**src/rtl/matrix_reader_pkg.sv**
```systemverilog
// Shared definitions for the matrix operand loader: FSM encoding and default word width.
package matrix_reader_pkg;

    typedef enum logic [1:0] {
        IDLE = 2'd0,
        LOAD = 2'd1,
        ACK  = 2'd2,
        DONE = 2'd3
    } state_t;

    localparam int WORD_WIDTH = 32;

endpackage

```
**src/rtl/matrix_reader_if.sv**
```systemverilog
// Stream-in handshake, control and index-addressed read port of the matrix loader.
interface matrix_reader_if #(
    parameter int ROWS  = 4,
    parameter int COLS  = 8,
    parameter int WIDTH = 32,
    parameter int ROW_W = $clog2(ROWS),
    parameter int COL_W = $clog2(COLS)
);
    logic             start;
    logic [WIDTH-1:0] in_data;
    logic             in_stb;
    logic             in_ack;
    logic [ROW_W-1:0] rd_i;
    logic [COL_W-1:0] rd_j;
    logic [WIDTH-1:0] rd_data;
    logic             busy;
    logic             done;

    // Producer / consumer side
    modport master (
        output start, in_data, in_stb, rd_i, rd_j,
        input  in_ack, rd_data, busy, done
    );

    // Loader side
    modport slave (
        input  start, in_data, in_stb, rd_i, rd_j,
        output in_ack, rd_data, busy, done
    );
endinterface

```
**src/rtl/matrix_reader_index_counter.sv**
```systemverilog
// Row-major (i, j) write-index counter; wraps j at COLS-1 and holds at the last element.
module matrix_index_counter #(
    parameter int ROWS  = 4,
    parameter int COLS  = 8,
    parameter int ROW_W = $clog2(ROWS),
    parameter int COL_W = $clog2(COLS)
) (
    input  logic             clk,
    input  logic             rst,
    input  logic             clr,
    input  logic             inc,
    output logic [ROW_W-1:0] i,
    output logic [COL_W-1:0] j,
    output logic             last
);

    logic [ROW_W-1:0] r_i;
    logic [COL_W-1:0] r_j;
    logic             w_j_end;

    assign w_j_end = (r_j == COL_W'(COLS - 1));
    assign last    = (r_i == ROW_W'(ROWS - 1)) && w_j_end;
    assign i       = r_i;
    assign j       = r_j;

    // Compare-based wrap: the counters never rely on natural overflow
    always_ff @(posedge clk or negedge rst) begin
        if (!rst) begin
            r_i <= '0;
            r_j <= '0;
        end else if (clr) begin
            r_i <= '0;
            r_j <= '0;
        end else if (inc && !last) begin
            if (w_j_end) begin
                r_j <= '0;
                r_i <= r_i + ROW_W'(1);
            end else begin
                r_j <= r_j + COL_W'(1);
            end
        end
    end

endmodule

```
**src/rtl/matrix_reader.sv**
```systemverilog
// Loads a ROWS x COLS matrix streamed row-major over a strobe/ack handshake and
// serves it through a combinational index-addressed read port.
module matrix_reader
    import matrix_reader_pkg::*;
#(
    parameter int ROWS  = 4,
    parameter int COLS  = 8,
    parameter int WIDTH = WORD_WIDTH,
    parameter int ROW_W = $clog2(ROWS),
    parameter int COL_W = $clog2(COLS)
) (
    input  logic            clk,
    input  logic            rst,
    matrix_reader_if.slave  bus
);

    state_t           r_state;
    state_t           w_next;
    logic             r_in_ack;
    logic             w_clr;
    logic             w_inc;
    logic             w_we;
    logic             w_last;
    logic [ROW_W-1:0] w_i;
    logic [COL_W-1:0] w_j;

    logic [WIDTH-1:0] r_mem [ROWS][COLS];

    matrix_index_counter #(
        .ROWS  (ROWS),
        .COLS  (COLS),
        .ROW_W (ROW_W),
        .COL_W (COL_W)
    ) u_idx (
        .clk  (clk),
        .rst  (rst),
        .clr  (w_clr),
        .inc  (w_inc),
        .i    (w_i),
        .j    (w_j),
        .last (w_last)
    );

    always_ff @(posedge clk or negedge rst) begin
        if (!rst) begin
            r_state  <= IDLE;
            r_in_ack <= 1'b0;
        end else begin
            r_state  <= w_next;
            r_in_ack <= w_we;
        end
    end

    // ACK ignores in_stb so the producer has a cycle to drop or replace its word
    always_comb begin
        w_next = r_state;
        w_clr  = 1'b0;
        w_inc  = 1'b0;
        w_we   = 1'b0;
        case (r_state)
            IDLE: begin
                if (bus.start) begin
                    w_next = LOAD;
                    w_clr  = 1'b1;
                end
            end
            LOAD: begin
                if (bus.in_stb) begin
                    w_we   = 1'b1;
                    w_next = ACK;
                end
            end
            ACK: begin
                if (w_last) begin
                    w_next = DONE;
                end else begin
                    w_inc  = 1'b1;
                    w_next = LOAD;
                end
            end
            DONE: begin
                if (bus.start) begin
                    w_next = LOAD;
                    w_clr  = 1'b1;
                end
            end
            default: w_next = IDLE;
        endcase
    end

    // Buffer holds data only; it is deliberately left out of reset
    always_ff @(posedge clk) begin
        if (w_we) begin
            r_mem[w_i][w_j] <= bus.in_data;
        end
    end

    assign bus.rd_data = r_mem[bus.rd_i][bus.rd_j];
    assign bus.in_ack  = r_in_ack;
    assign bus.busy    = (r_state == LOAD) || (r_state == ACK);
    assign bus.done    = (r_state == DONE);

endmodule
```
**src/flat_wrapper.sv**
```systemverilog
// flat-port wrapper written by rule: the top's interface ports become plain ports
module matrix_reader_flat import matrix_reader_pkg::*;
#(
    parameter int ROWS  = 4,
    parameter int COLS  = 8,
    parameter int WIDTH = WORD_WIDTH,
    parameter int ROW_W = $clog2(ROWS),
    parameter int COL_W = $clog2(COLS)
)
  (clk, rst, bus_start, bus_in_data, bus_in_stb, bus_rd_i, bus_rd_j, bus_in_ack, bus_rd_data, bus_busy, bus_done);
  matrix_reader_if #(.ROWS(ROWS), .COLS(COLS), .WIDTH(WIDTH), .ROW_W(ROW_W), .COL_W(COL_W)) bus_i ();
  input  logic clk;
  input  logic rst;
  input wire logic [$bits(bus_i.start)-1:0] bus_start;
  input wire logic [$bits(bus_i.in_data)-1:0] bus_in_data;
  input wire logic [$bits(bus_i.in_stb)-1:0] bus_in_stb;
  input wire logic [$bits(bus_i.rd_i)-1:0] bus_rd_i;
  input wire logic [$bits(bus_i.rd_j)-1:0] bus_rd_j;
  output wire logic [$bits(bus_i.in_ack)-1:0] bus_in_ack;
  output wire logic [$bits(bus_i.rd_data)-1:0] bus_rd_data;
  output wire logic [$bits(bus_i.busy)-1:0] bus_busy;
  output wire logic [$bits(bus_i.done)-1:0] bus_done;
  assign bus_i.start = bus_start;
  assign bus_i.in_data = bus_in_data;
  assign bus_i.in_stb = bus_in_stb;
  assign bus_i.rd_i = bus_rd_i;
  assign bus_i.rd_j = bus_rd_j;
  assign bus_in_ack = bus_i.in_ack;
  assign bus_rd_data = bus_i.rd_data;
  assign bus_busy = bus_i.busy;
  assign bus_done = bus_i.done;
  matrix_reader #(.ROWS(ROWS), .COLS(COLS), .WIDTH(WIDTH), .ROW_W(ROW_W), .COL_W(COL_W)) u_core (.clk(clk), .rst(rst), .bus(bus_i));
endmodule
```
**config.mk**
```make
export PLATFORM = sky130hd
export DESIGN_NAME = matrix_reader_flat
export DESIGN_NICKNAME = d
export VERILOG_FILES = /design/src/rtl/matrix_reader_pkg.sv /design/src/rtl/matrix_reader_if.sv /design/src/rtl/matrix_reader_index_counter.sv /design/src/rtl/matrix_reader.sv /design/src/flat_wrapper.sv
export SDC_FILE = /design/constraint.sdc
export NUM_CORES = 1
export LEC_CHECK = 0
export CORE_ASPECT_RATIO = 0.9
export CORE_MARGIN = 2
export CORE_UTILIZATION = 50
export DETAILED_ROUTE_END_ITERATION = 10
export GPL_TIMING_DRIVEN = 0
export PLACE_DENSITY = 0.74
export SLEW_MARGIN = 20
export SYNTH_ARGS = -nofsm -noshare
export SYNTH_HDL_FRONTEND = slang
export SYNTH_SLANG_ARGS = --single-unit
```
**constraint.sdc**
```tcl
create_clock -name clk -period 2.3 [get_ports clk]
set_input_delay 0.46 -clock clk [delete_from_list [all_inputs] [get_ports clk]]
set_output_delay 0.46 -clock clk [all_outputs]
set_load 0.02 [all_outputs]
```
==> results_dict.tcl <==
set metrics [dict create \
    power_density_mw_per_mm2 816 \
    irDropWorstVdd_mv 0.612 \
    cts_tree "built" \
    postCtsHoldBufs 0 \
    drv_slew 0 \
    grt_start_max_net_pins 33 \
    syn_nets 2323 \
    hold_viol 0 \
    fin_cells 3655 \
    post-route-min-period_ns 2.54 \
    finalCritPeriodShare_pct 110 \
    firstDrtPassIters 8 \
    maxCapViolCount 0 \
    startpoint "bus_rd_j[1]" \
    hp-class "input port to asynchronous set/reset pin" \
    use_met1_pct 32.5 \
    synth_top_area_share_pct 76.2 \
    viasPerCell 6.09 \
    end_kind "primary output" \
    post_drt_wl_per_cell_um 27.2 \
    slew_headroom_pct 51.5 \
    grt_pass1_vias 22300 \
    met2_usage_pct 39.3 \
    start_util_pct 50.7 \
    grt_pass1_wl_um 143000 \
    crit_type "input port to primary output" \
    portBuffers 74 \
    setup_ws_ns -0.240 \
    core_area_mm2 0.0797 \
    antenna_found_initial 3 \
    root_buffer "clkbuf_16" \
    worstPathArrival_ns 2.08 \
    place_hpwl_um 62200 \
    nNetsFinal 2573 \
    ys_types 28 \
    clock_skew_ns 0.0241 \
    ios 76 \
    die_y_um 274 \
    first_iter_violations 2625 \
    start_kind "input port" \
    syn_to_final_growth_pct 20.7 \
    clock_sinks 1032 \
    die_w_um 304 \
    syn_avg_cell_area_um2 17.8 \
    place_inst 3429 \
    dr_total_vias 22300 \
    rows 98 \
    final_cell_mix "edfxtp_1, mux2i_1, a21oi_1" \
    die_area_mm2 0.0830 \
    ys_ff_latch 1032 \
    seq_area_frac_synth_pct 76.7 \
    netlist_area_mm2 0.0404 \
    use_met3_pct 4.29 \
    fmax_ghz 0.394 \
    layout_commonest_cell "edfxtp_1" \
    leakage_nw 17.2 \
    synth_top_area_cell "edfxtp_1" \
    antenna_left 0 \
    worst_pin_slew_ns 0.728 \
    path_max_fanout 10 \
    top_usage_layer "met2" \
    synthTopCellsByArea "edfxtp_1, mux2i_1, a22oi_1" \
    reg2reg_slack_ns 0.05 \
    cts_buffers 99 \
    clockBufferDepth 3 \
    groute.usage.overall_pct 23.7 \
    layout-drive-gt1-share_pct 22.7 \
    setup-tns-final_ns -5.58 \
    grt-ovfl-total 0 \
    rsz0062_at_grt "yes" \
    netlist_instances 2273 \
    cp.required_ns 1.84 \
    clk_latency_ns 0.66 \
    setup_violations 32 \
    rr_startpoint "u_core.r_state[1]" \
    gp_congestion 0.833 \
    violations "setup timing" \
    status "finished with violations" \
    clk_pin_slew_worst_paths_ns 0.06 \
    yosysWarnings 0 \
    drc_errors 0 \
    wl_um 99600 \
    h-tree-depth 3 \
]
flip-flops by register name, indices dropped and copies added (netlist names):
register / flops
u_core.r_state: 2
u_core.bus.in_ack: 1
u_core.u_idx.i: 2
u_core.r_mem: 1024
u_core.u_idx.j: 3
path summary, 6_finish.rpt:
check / end / cells after the start
worst max-delay path: bus_rd_data[20] / 7
worst min-delay path: u_core.u_idx.j[0] / 1
worst max register to register: u_core.r_mem[2][63] / 7
worst min register to register: u_core.r_state[0] / 2
max in group asynchronous: u_core.bus.in_ack / 1
min in group clk: u_core.r_mem[1][180] / 1
per-layer routing:
metal,routed length (µm),share of wire [%]
met5,13,0.013
met4,2060,2.1
met3,9020,9.1
met2,49000,49
met1,39500,40
critical path: stages:
cell and delay, ns:
clkdlybuf4s15_2 0.28, or2_4 0.37, clkbuf_8 0.24, nor3_2 0.32
a31oi_4 0.09, nand3_2 0.12, buf_2 0.17
logic make-up after synthesis:
family,after synthesis,share of synthesized area (%)
adder cells (fa/ha/maj),9,0.279
XOR/XNOR,1,0.0217
AND/OR/NAND/NOR,287,3.36
multiplexers,514,12.7
AO/OA/AOI/OAI,299,5.01
flip-flops,1032,76.7
buffers and inverters,131,1.93
synth_stat cells:
| master | n |
|---|---|
| nand2_1 | 102 |
| edfxtp_1 | 1024 |
| mux2i_1 | 514 |
| buf_6 | 15 |
| or2_2 | 1 |
| and2_1 | 35 |
| o21ai_0 | 1 |
| a22o_1 | 64 |
| buf_2 | 34 |
| nor2b_1 | 4 |
| a21oi_1 | 104 |
| nor3b_1 | 1 |
| a22oi_1 | 96 |
| clkbuf_1 | 39 |
| ha_1 | 9 |
| buf_4 | 33 |
| clkbuf_4 | 2 |
| dfrtp_1 | 8 |
| nand2b_1 | 5 |
| buf_1 | 3 |
| nand3_1 | 96 |
| o22ai_1 | 1 |
| nor2_1 | 8 |
| inv_1 | 5 |
| o31ai_1 | 1 |
| a31oi_1 | 32 |
| xnor2_1 | 1 |
| nor3_1 | 35 |
power by group:
| part | switching, mW | total [mW] | internal [mW] | leakage (nW) |
|---|---|---|---|---|
| registers | 0.103 | 21.1 | 21.0 | 9.31 |
| logic | 2.08 | 3.34 | 1.26 | 6.39 |
| clock network | 6.75 | 15.4 | 8.60 | 1.49 |
| total | 8.94 | 39.8 | 30.8 | 17.2 |
layout make-up:
class / instances / area (µm²)
multi-input cells: 1110 / 9970
well taps: 1050 / 1310
clock inverters: 61 / 453
diodes: 1 / 2.50
clock buffers: 121 / 2600
flip-flops and latches: 1032 / 30900
inverters: 5 / 18.8
plain buffers: 124 / 1470
fillers: 5373 / 31000
repair buffers: 151 / 1940
metrics by stage:
step	worst slack, ns	utilization (%)	cell area [µm²]	hold WS [ns]	power [mW]
after floorplan	0.0103	-	40400	0.164	22.9
after global placement	-1.93	53.2	42400	0.555	24.1
after detailed placement	-2.01	54.1	43100	0.587	24.2
after CTS	-0.242	60.6	48300	0.0853	39.7
after global routing	-0.324	61.1	48700	0.109	40.8
final	-0.240	61.1	48700	0.0955	39.8
what timing repair did:
| action | in CTS | in global routing |
|---|---|---|
| pin swaps | 110 | 58 |
| setup endpoints to repair | 374 | 694 |
| cloned | 7 | 0 |
| setup buffers | 6 | 32 |
| gates resized for setup | 640 | 49 |
(Power assumes the default switching activity.)
